`src/rtl/reg_file_scb.sv`:
```
// Register file with a per-register busy scoreboard for multi-cycle loads.
// Optional same-cycle write forwarding is enabled by defining REG_FILE_BYPASS_EN.
module reg_file_scb #(
  parameter int DW = 8,
  parameter int PW = 3
) (
  input  logic          clk,
  input  logic          rst_n,
  input  logic          wr_en,
  input  logic [PW-1:0] wr_addr,
  input  logic [DW-1:0] dat_in,
  input  logic          mark_en,
  input  logic [PW-1:0] mark_addr,
  input  logic [PW-1:0] rd_addrA,
  input  logic [PW-1:0] rd_addrB,
  output logic [DW-1:0] datA_out,
  output logic [DW-1:0] datB_out,
  output logic [DW-1:0] dat0_out,
  output logic          busyA,
  output logic          busyB,
  output logic [PW:0]   busy_cnt
);

  localparam int DEPTH = 1 << PW;

  logic [DEPTH-1:0][DW-1:0] core_q, core_d;
  logic [DEPTH-1:0]         busy_q, busy_d;
  logic [PW:0]              cnt_q, cnt_d;

  function automatic logic [PW:0] popcount(input logic [DEPTH-1:0] v);
    logic [PW:0] c;
    c = '0;
    for (int i = 0; i < DEPTH; i++) begin
      c = c + {{PW{1'b0}}, v[i]};
    end
    return c;
  endfunction

  // Next state: the write clears busy first so a same-address mark ends up set.
  always_comb begin
    core_d = core_q;
    busy_d = busy_q;
    if (wr_en) begin
      core_d[wr_addr] = dat_in;
      busy_d[wr_addr] = 1'b0;
    end else begin
      core_d = core_q;
    end
    if (mark_en) begin
      busy_d[mark_addr] = 1'b1;
    end else begin
      busy_d[mark_addr] = busy_d[mark_addr];
    end
    cnt_d = popcount(busy_d);
  end

  // State registers, cleared asynchronously by rst_n.
  always_ff @(posedge clk or negedge rst_n) begin
    if (!rst_n) begin
      core_q <= '0;
      busy_q <= '0;
      cnt_q  <= '0;
    end else begin
      core_q <= core_d;
      busy_q <= busy_d;
      cnt_q  <= cnt_d;
    end
  end

  assign busy_cnt = cnt_q;

`ifdef REG_FILE_BYPASS_EN
  logic fwd_ok_s;
  assign fwd_ok_s = rst_n && wr_en;

  // Forwarded read path: an in-flight write is visible in the same cycle.
  always_comb begin
    datA_out = core_q[rd_addrA];
    datB_out = core_q[rd_addrB];
    dat0_out = core_q[0];
    busyA    = busy_q[rd_addrA];
    busyB    = busy_q[rd_addrB];
    if (fwd_ok_s && (rd_addrA == wr_addr)) begin
      datA_out = dat_in;
      busyA    = (mark_en && (mark_addr == wr_addr)) ? busy_q[rd_addrA] : 1'b0;
    end else begin
      datA_out = core_q[rd_addrA];
    end
    if (fwd_ok_s && (rd_addrB == wr_addr)) begin
      datB_out = dat_in;
      busyB    = (mark_en && (mark_addr == wr_addr)) ? busy_q[rd_addrB] : 1'b0;
    end else begin
      datB_out = core_q[rd_addrB];
    end
    if (fwd_ok_s && (wr_addr == {PW{1'b0}})) begin
      dat0_out = dat_in;
    end else begin
      dat0_out = core_q[0];
    end
  end
`else
  // Plain read path: stored state only.
  always_comb begin
    datA_out = core_q[rd_addrA];
    datB_out = core_q[rd_addrB];
    dat0_out = core_q[0];
    busyA    = busy_q[rd_addrA];
    busyB    = busy_q[rd_addrB];
  end
`endif

endmodule

```
`config.mk`:
```
export PLATFORM = sky130hd
export DESIGN_NAME = reg_file_scb
export DESIGN_NICKNAME = d
export VERILOG_FILES = /design/src/rtl/reg_file_scb.sv
export SDC_FILE = /design/constraint.sdc
export NUM_CORES = 1
export LEC_CHECK = 0
export ABC_AREA = 0
export BUFFER_PORTS_ARGS = -buffer_cell sky130_fd_sc_hd__buf_4
export CAP_MARGIN = 20
export CORE_ASPECT_RATIO = 1.25
export CORE_UTILIZATION = 30
export DETAILED_ROUTE_END_ITERATION = 8
export PLACE_DENSITY = 0.54
export SYNTH_ARGS = -nofsm -noshare
export SYNTH_HDL_FRONTEND = slang
export SYNTH_SLANG_ARGS = --single-unit
```
`constraint.sdc`:
```
create_clock -name clk -period 3.85 [get_ports clk]
set_clock_uncertainty 0.1 [all_clocks]
set_input_delay 0.5775 -clock clk [delete_from_list [all_inputs] [get_ports clk]]
set_output_delay 0.5775 -clock clk [all_outputs]
set_load 0.01 [all_outputs]
```
==> flow_summary.html, run 1 <==
<table>
<tr><th>Metric</th><th>Value</th></tr>
<tr><th colspan="2">Worst setup path</th></tr>
<tr><td>Reg-to-Reg Start</td><td>busy_q[0]</td></tr>
<tr><td>Setup CP Type</td><td>in -&gt; reg</td></tr>
<tr><td>Reg2Reg Setup Slack</td><td>0.04 ns</td></tr>
<tr><td>CP Max Fanout</td><td>5</td></tr>
<tr><td>Arrival @ worst endpoint</td><td>~4.1 ns</td></tr>
<tr><td>Launch point of the worst path</td><td>wr_addr[1]</td></tr>
<tr><td>Crit path launch type</td><td>primary input</td></tr>
<tr><td>Critical path endpoint category</td><td>register</td></tr>
<tr><td>Required time worst endpoint</td><td>3.97 ns</td></tr>
<tr><th colspan="2">Drt</th></tr>
<tr><td>Initial DRC Count</td><td>89</td></tr>
<tr><td>Via Count</td><td>approximately 2900</td></tr>
<tr><td># DRC</td><td>0</td></tr>
<tr><td>Detailed Routing Iterations Pass 1</td><td>4</td></tr>
<tr><td>Average wire per cell in the routed design</td><td>20.3 um</td></tr>
<tr><td>Total length of routed wires</td><td>11000 um</td></tr>
<tr><td>Number of antenna-violating nets in the routed design</td><td>0</td></tr>
<tr><td>Via density per instance</td><td>5.30</td></tr>
<tr><th colspan="2">Clock network</th></tr>
<tr><td>Number of clock buffers inserted by TritonCTS</td><td>9</td></tr>
<tr><td>CTS H-Tree Depth</td><td>3</td></tr>
<tr><td>Clock latency of the later-clocked register in the worst-skew pair</td><td>0.33 ns</td></tr>
<tr><td>CTS Buffer Depth</td><td>2</td></tr>
<tr><td>Hold-fix buffers at CTS</td><td>0</td></tr>
<tr><td>Root buffer selected by CTS</td><td>clkbuf_16</td></tr>
<tr><td>CTS tree</td><td>yes</td></tr>
<tr><td>Clock-pin transition on the worst setup and hold timing paths</td><td>0.06 ns</td></tr>
<tr><td>Clock sink count</td><td>76</td></tr>
<tr><th colspan="2">Cells and area</th></tr>
<tr><td>Area Overhead vs Synth</td><td>23.2%</td></tr>
<tr><td>Number of antenna cells inserted</td><td>0</td></tr>
<tr><td>Net total in the final layout</td><td>393</td></tr>
<tr><td>Fillers</td><td>1346</td></tr>
<tr><td>Fraction of final layout cells with drive strength greater than 1</td><td>0.616</td></tr>
<tr><td>Post-route cell area</td><td>5380 um2</td></tr>
<tr><td>Final core utilization</td><td>0.385</td></tr>
<tr><th colspan="2">STA</th></tr>
<tr><td>Ratio of final minimum period to clock period</td><td>1.03</td></tr>
<tr><td>Worst-Margin Slew</td><td>slightly below 1 ns</td></tr>
<tr><td>Hold violation total from the final report</td><td>0</td></tr>
<tr><td>Final setup violation count</td><td>2</td></tr>
<tr><td>RSZ-0062 raised after global routing</td><td>true</td></tr>
<tr><td>Max Clk Rate</td><td>about 0.25 GHz</td></tr>
<tr><td>Minimum hold slack</td><td>between 0.2 and 0.3 ns</td></tr>
<tr><td>Crit path setup slack, layout</td><td>-0.117 ns</td></tr>
<tr><td>Tightest slew margin relative to the limit</td><td>0.342</td></tr>
<tr><td>Number of slew-limit violations in the final report</td><td>0</td></tr>
<tr><td>Min Clock Period, post-route</td><td>3.97 ns</td></tr>
<tr><th colspan="2">Global routing</th></tr>
<tr><td>Via count of the first global-routing pass</td><td>around 3200</td></tr>
<tr><td>Overall Global Routing Usage</td><td>0.163</td></tr>
<tr><td>Wire length of the first global-routing pass</td><td>roughly 17000 um</td></tr>
<tr><td>Maximum number of pins on one net before global-route repair</td><td>77</td></tr>
<tr><td>Initial antenna violation count</td><td>0</td></tr>
<tr><td>Overflow after GRT</td><td>0</td></tr>
<tr><th colspan="2">Synthesis</th></tr>
<tr><td>Post-synth ARST share</td><td>1.00</td></tr>
<tr><td>Synthesized netlist cell count</td><td>a little under 300</td></tr>
<tr><td>Yosys reg bits</td><td>76</td></tr>
<tr><td>Number of synthesized flops with an enable pin</td><td>0</td></tr>
<tr><td>Mapped Area</td><td>4370 um2</td></tr>
<tr><td>Syn avg cell area</td><td>14.8 um2</td></tr>
<tr><td>Biggest area consumer among synthesized cells</td><td>dfrtp_1</td></tr>
<tr><td>Dominant register cell in the synthesized netlist</td><td>dfrtp_1</td></tr>
<tr><td>Synth top area cells</td><td>dfrtp_1 44%, mux2_2 21%, mux4_2 19%</td></tr>
<tr><td>Number of distinct library cells after synthesis</td><td>37</td></tr>
<tr><td>Total number of yosys warnings</td><td>0</td></tr>
<tr><td>Commonest cells in the synthesized netlist</td><td>82 x mux2_2, 76 x dfrtp_1, 36 x mux4_2</td></tr>
<tr><td>Most frequently used cell type in the post-synthesis netlist</td><td>mux2_2</td></tr>
<tr><td>Syn nets</td><td>326</td></tr>
<tr><td>Fraction of synthesized cell area taken by the top area cell type</td><td>0.435</td></tr>
<tr><td>Sequential share of the synthesized area</td><td>0.435</td></tr>
<tr><th colspan="2">Power and ir drop</th></tr>
<tr><td>Internal Dissipation</td><td>between 2 and 2.5 mW</td></tr>
<tr><td>Share of total power in sequential cells</td><td>0.384</td></tr>
<tr><td>Portion of total power attributed to combinational logic</td><td>0.337</td></tr>
<tr><td>Clock power frac</td><td>0.279</td></tr>
<tr><td>Switching Fraction</td><td>0.292</td></tr>
<tr><td>VDD IR-drop max</td><td>about 0.00026 V</td></tr>
<tr><td>Net switching component of the power</td><td>about 850 uW</td></tr>
<tr><td>Power density over cell area</td><td>541 nW/um2</td></tr>
<tr><td>LEAKAGE</td><td>2.26 nW</td></tr>
<tr><td>Post-route total power</td><td>around 2.9 mW</td></tr>
<tr><th colspan="2">Place</th></tr>
<tr><td>Area after detailed placement</td><td>5040 um2</td></tr>
<tr><td>Number of port buffers</td><td>53</td></tr>
<tr><td>Worst slack after detailed placement</td><td>-0.599 ns</td></tr>
<tr><td>HPWL after detailed placement</td><td>7470 um</td></tr>
<tr><td>Placer's final routability congestion estimate</td><td>0.818</td></tr>
<tr><th colspan="2">Die</th></tr>
<tr><td>Effective utilization at floorplan</td><td>0.312</td></tr>
<tr><td>Die Y</td><td>137 um</td></tr>
<tr><td>Area of the die</td><td>between 15000 and 20000 um2</td></tr>
<tr><td>Area of the core</td><td>14000 um2</td></tr>
<tr><td>I/O pin count</td><td>54</td></tr>
<tr><td>Width of the die</td><td>110 um</td></tr>
<tr><td>Row count</td><td>48</td></tr>
<tr><th colspan="2">Run status</th></tr>
<tr><td>Status</td><td>finished with violations</td></tr>
<tr><td>Failing checks</td><td>negative setup slack</td></tr>
<tr><th colspan="2">Run</th></tr>
<tr><td>Number of maximum-capacitance constraint violations</td><td>0</td></tr>
<tr><th colspan="2">Worst hold path</th></tr>
<tr><td>Path type of the worst min-delay path</td><td>in -&gt; async</td></tr>
</table>
==> final cells by class <==
cell class              instances  area (um2)  share of cell area
clock buffers                  13         270              0.0502
repair buffers                 83         634               0.118
inverters                       9        33.8             0.00627
well taps                     175         219              0.0407
flip-flops and latches         76        1900               0.353
clock inverters                 3        20.0             0.00372
multi-input cells             183        2300               0.428
==> sequential cells by signal, summed over array words and instances (netlist names) <==
signal    count
dat0_out      8
busy_cnt      4
busy_q        8
core_q       56
==> placed cells by master (no fill, tap or decap), types with 2 or more instances in the layout <==
master / count
dfrtp_1: 76
nand3_1: 2
a21oi_1: 2
clkbuf_8: 3
nand2b_1: 2
clkinvlp_4: 2
nor2_1: 3
clkbuf_16: 9
a32o_1: 4
buf_4: 81
a32oi_1: 5
nand2_1: 10
ha_1: 2
a31oi_1: 3
inv_1: 8
fa_1: 4
mux4_2: 36
mux2_2: 82
nand4b_1: 3
nor2b_1: 4
a31o_1: 2
==> critical path, stage by stage <==
cell and delay (ns):
buf_8 0.10, nor4bb_4 0.16, or3b_1 0.36, a32oi_2 0.21, o211ai_2 0.16, a32o_2 0.31, fa_1 0.55, fa_1 0.42
fa_1 0.45, inv_1 0.08, ha_2 0.18, inv_2 0.04, fa_1 0.36, xnor2_1 0.13
==> metrics by stage <==
step | cells | setup TNS, ns
6_report | 542 | -0.228
3_3_place_gp | 523 | -1.55
2_1_floorplan | 295 | -1.40
4_1_cts | 542 | -0.235
3_5_place_dp | 523 | -1.69
5_1_grt | 542 | -0.543
==> what timing repair did <==
| item | in CTS | in global routing |
|---|---|---|
| gates cloned | 0 | 0 |
| pin swaps | 3 | 1 |
| gates resized for setup | 9 | 0 |
| setup buffers | 3 | 0 |
| endpoints found under the setup margin | 2 | 3 |
==> power groups by stage <==
stage	combinational (mW)	clock (mW)	sequential, mW
CTS	1.00	0.834	1.12
global placement	0.968	0	1.12
global route	1.09	0.863	1.15
floorplan	0.666	0	1.10
detailed placement	0.984	0	1.13
finish	0.983	0.813	1.12
==> path summary, 6_finish.rpt <==
| path | to | cells past startpoint |
|---|---|---|
| worst max-delay path | busy_cnt[2] | 14 |
| worst min-delay path | busy_q[2] | 1 |
| worst max register to register | busy_cnt[2] | 12 |
| worst min register to register | core_q[31] | 1 |
| max in group asynchronous | core_q[18] | 1 |
| min in group clk | core_q[31] | 1 |
==> cell families (layout without fill, tap and decap cells) <==
family / count (synthesis) / after routing / synth area share
compound gates: 24 / 24 / 0.0452
xor+xnor: 1 / 1 / 0.00200
fa+ha+maj: 7 / 7 / 0.0269
buf+inv: 36 / 108 / 0.0452
flops: 76 / 76 / 0.435
mux: 118 / 118 / 0.397
simple gates: 33 / 33 / 0.0484
==> metal layers <==
| metal | share of wire | global-route usage | wire, um | vias to the layer above |
|---|---|---|---|---|
| met4 | 0.024 | 0.0837 | 269 | 0 |
| met5 | 0 | 0 | 0 | - |
| li1 | - | - | - | 1281 |
| met2 | 0.54 | 0.285 | 5880 | 76 |
| met3 | 0.045 | 0.0224 | 499 | 21 |
| met1 | 0.39 | 0.192 | 4330 | 1492 |
Note: power is estimated with default switching activity, not from simulation.
==> run 2: changes to the inputs <==
--- a/config.mk
+++ b/config.mk
@@ -9,6 +9,7 @@
 export BUFFER_PORTS_ARGS = -buffer_cell sky130_fd_sc_hd__buf_4
 export CAP_MARGIN = 20
 export CORE_ASPECT_RATIO = 1.25
+export CORE_MARGIN = 2
 export CORE_UTILIZATION = 30
 export DETAILED_ROUTE_END_ITERATION = 8
 export PLACE_DENSITY = 0.54
==> run 2 against run 1 <==
  * The run still ends with negative setup slack left
  * Utilization is 0.72 points lower
  * Combinational power about the same
  * Worst setup slack gained 0.012 ns
  * Worst hold slack gained 0.13 ns
  * Highest routed layer unchanged
==> flow_summary.html, run 2 (same netlist as run 1, synthesis figures left out) <==
<table>
<tr><th>Metric</th><th>Value</th></tr>
<tr><th colspan="2">Worst setup path</th></tr>
<tr><td>Crit path launch type</td><td>primary input</td></tr>
<tr><td>Number of cells on the worst reg-to-reg path</td><td>12</td></tr>
<tr><td>Critical path endpoint category</td><td>register</td></tr>
<tr><td>Arrival @ worst endpoint</td><td>4.08 ns</td></tr>
<tr><td>CP Max Fanout</td><td>4</td></tr>
<tr><td>Setup CP Type</td><td>in -&gt; reg</td></tr>
<tr><td>Required time worst endpoint</td><td>about 4.0 ns</td></tr>
<tr><th colspan="2">Place</th></tr>
<tr><td>Area after detailed placement</td><td>5040 um2</td></tr>
<tr><td>Number of port buffers</td><td>53</td></tr>
<tr><td>Placer's final routability congestion estimate</td><td>around 0.83</td></tr>
<tr><td>Worst slack after detailed placement</td><td>-0.543 ns</td></tr>
<tr><td>HPWL after detailed placement</td><td>7740 um</td></tr>
<tr><th colspan="2">STA</th></tr>
<tr><td>Hold violation total from the final report</td><td>0</td></tr>
<tr><td>Number of slew-limit violations in the final report</td><td>0</td></tr>
<tr><td>Min Clock Period, post-route</td><td>3.95 ns</td></tr>
<tr><td>RSZ-0062 raised after global routing</td><td>true</td></tr>
<tr><td>Tightest slew margin relative to the limit</td><td>0.734</td></tr>
<tr><td>Crit path setup slack, layout</td><td>-0.104 ns</td></tr>
<tr><td>Final setup violation count</td><td>2</td></tr>
<tr><td>Max Clk Rate</td><td>roughly 0.25 GHz</td></tr>
<tr><td>Setup TNS after final layout</td><td>-0.152 ns</td></tr>
<tr><td>Ratio of final minimum period to clock period</td><td>1.03</td></tr>
<tr><td>Worst-Margin Slew</td><td>approximately 0.4 ns</td></tr>
<tr><th colspan="2">Cells and area</th></tr>
<tr><td>Most frequent standard cell in the layout excluding fill and tap cells</td><td>mux2_2</td></tr>
<tr><td>Top library cells by usage in the layout, fill and taps aside</td><td>82 x mux2_2, 80 x buf_4, 76 x dfrtp_1</td></tr>
<tr><td>Net total in the final layout</td><td>394</td></tr>
<tr><td>Fraction of final layout cells with drive strength greater than 1</td><td>0.615</td></tr>
<tr><td>Area Overhead vs Synth</td><td>24.0%</td></tr>
<tr><td>Number of antenna cells inserted</td><td>0</td></tr>
<tr><td>Final core utilization</td><td>0.378</td></tr>
<tr><td>Post-route cell area</td><td>5420 um2</td></tr>
<tr><td>Biggest register</td><td>core_q</td></tr>
<tr><td>Flip-flop count of the largest register, all copies and words added</td><td>56</td></tr>
<tr><th colspan="2">Worst hold path</th></tr>
<tr><td>Hold Crit Depth</td><td>1</td></tr>
<tr><td>Path type of the worst min-delay path</td><td>reg -&gt; reg</td></tr>
<tr><th colspan="2">Run status</th></tr>
<tr><td>Status</td><td>finished with violations</td></tr>
<tr><td>Failing checks</td><td>negative setup slack</td></tr>
<tr><th colspan="2">Drt</th></tr>
<tr><td># DRC</td><td>0</td></tr>
<tr><td>Detailed Routing Iterations Pass 1</td><td>4</td></tr>
<tr><td>Initial DRC Count</td><td>121</td></tr>
<tr><td>Total length of routed wires</td><td>between 10000 and 15000 um</td></tr>
<tr><td>Average wire per cell in the routed design</td><td>between 20 and 25 um</td></tr>
<tr><td>Via Count</td><td>2895</td></tr>
<tr><td>Via density per instance</td><td>5.32</td></tr>
<tr><td>Number of antenna-violating nets in the routed design</td><td>0</td></tr>
<tr><th colspan="2">Clock network</th></tr>
<tr><td>Clock latency of the later-clocked register in the worst-skew pair</td><td>roughly 0.33 ns</td></tr>
<tr><td>Number of clock buffers inserted by TritonCTS</td><td>9</td></tr>
<tr><td>Clock sink count</td><td>between 70 and 80</td></tr>
<tr><td>Clock-pin transition on the worst setup and hold timing paths</td><td>0.06 ns</td></tr>
<tr><td>CTS tree</td><td>yes</td></tr>
<tr><td>CTS H-Tree Depth</td><td>3</td></tr>
<tr><td>Root buffer selected by CTS</td><td>clkbuf_16</td></tr>
<tr><td>CTS Buffer Depth</td><td>2</td></tr>
<tr><th colspan="2">Power and ir drop</th></tr>
<tr><td>Power density over cell area</td><td>542 nW/um2</td></tr>
<tr><td>LEAKAGE</td><td>roughly 2.3 nW</td></tr>
<tr><td>VDD IR-drop max</td><td>about 0.00032 V</td></tr>
<tr><th colspan="2">Global routing</th></tr>
<tr><td>Overall Global Routing Usage</td><td>0.152</td></tr>
<tr><td>Initial antenna violation count</td><td>0</td></tr>
<tr><td>Wire length of the first global-routing pass</td><td>around 18000 um</td></tr>
<tr><td>Overflow after GRT</td><td>0</td></tr>
<tr><td>Via count of the first global-routing pass</td><td>3173</td></tr>
<tr><td>Maximum number of pins on one net before global-route repair</td><td>77</td></tr>
<tr><th colspan="2">Die</th></tr>
<tr><td>I/O pin count</td><td>54</td></tr>
<tr><td>Die Y</td><td>139 um</td></tr>
<tr><td>Area of the core</td><td>14300 um2</td></tr>
<tr><td>Width of the die</td><td>about 110 um</td></tr>
<tr><td>Row count</td><td>49</td></tr>
<tr><td>Area of the die</td><td>15600 um2</td></tr>
<tr><td>Effective utilization at floorplan</td><td>0.305</td></tr>
<tr><th colspan="2">Run</th></tr>
<tr><td>Number of maximum-capacitance constraint violations</td><td>0</td></tr>
</table>
-- run 2: power by group --
| part | switching, mW | internal (mW) | leakage, nW | total [mW] |
|---|---|---|---|---|
| clock network | 0.311 | 0.493 | 0.135 | 0.803 |
| logic | 0.411 | 0.601 | 1.24 | 1.01 |
| registers | 0.129 | 0.991 | 0.906 | 1.12 |
| total | 0.851 | 2.08 | 2.28 | 2.93 |
-- run 2: cell type report --
cell class,count,area [um2]
fillers,1384,8930
multi-input cells,183,2320
flip-flops and latches,76,1900
repair buffers,84,664
clock buffers,11,233
well taps,178,223
clock inverters,3,40.0
inverters,9,33.8
-- run 2: final timing paths --
kind                       startpoint     endpoint  slack, ns
max                        wr_addr[1]  busy_cnt[1]      -0.10
min in group asynchronous       rst_n  busy_cnt[0]       0.50
max in group asynchronous       rst_n  busy_cnt[1]       2.56
min reg2reg                core_q[22]   core_q[22]       0.42
max reg2reg                 busy_q[0]  busy_cnt[1]       0.04
min                        core_q[22]   core_q[22]       0.42
-- run 2: repair_timing --
action,4_1_cts,5_1_grt
pin swaps,7,0
setup buffers,2,0
hold buffers,0,1
endpoints found under the hold margin,0,5
setup endpoints to repair,2,2
gates resized for setup,11,1
-- run 2: critical path, stage by stage --
cell      delay [ns]
buf_8           0.10
nor4bb_4        0.16
or3b_1          0.36
a32oi_2         0.20
o211ai_2        0.15
a32o_2          0.27
fa_1            0.46
fa_1            0.53
fa_1            0.42
inv_1           0.07
ha_2            0.18
inv_2           0.04
fa_2            0.51
inv_1           0.04
-- run 2: stage by stage --
step,instances,power (mW),hold slack [ns]
4_1_cts,542,2.97,0.361
6_report,544,2.93,0.420
3_3_place_gp,526,2.09,0.400
2_1_floorplan,295,1.76,0.182
3_5_place_dp,526,2.12,0.413
5_1_grt,544,3.11,0.438
-- run 2: per-layer routing --
metal / vias up / GRT usage / part of all wire
met5: - / 0 / 0
met4: 0 / 0.0725 / 0.031
met3: 25 / 0.0188 / 0.028
met2: 76 / 0.265 / 0.52
met1: 1516 / 0.188 / 0.42
li1: 1278 / - / -
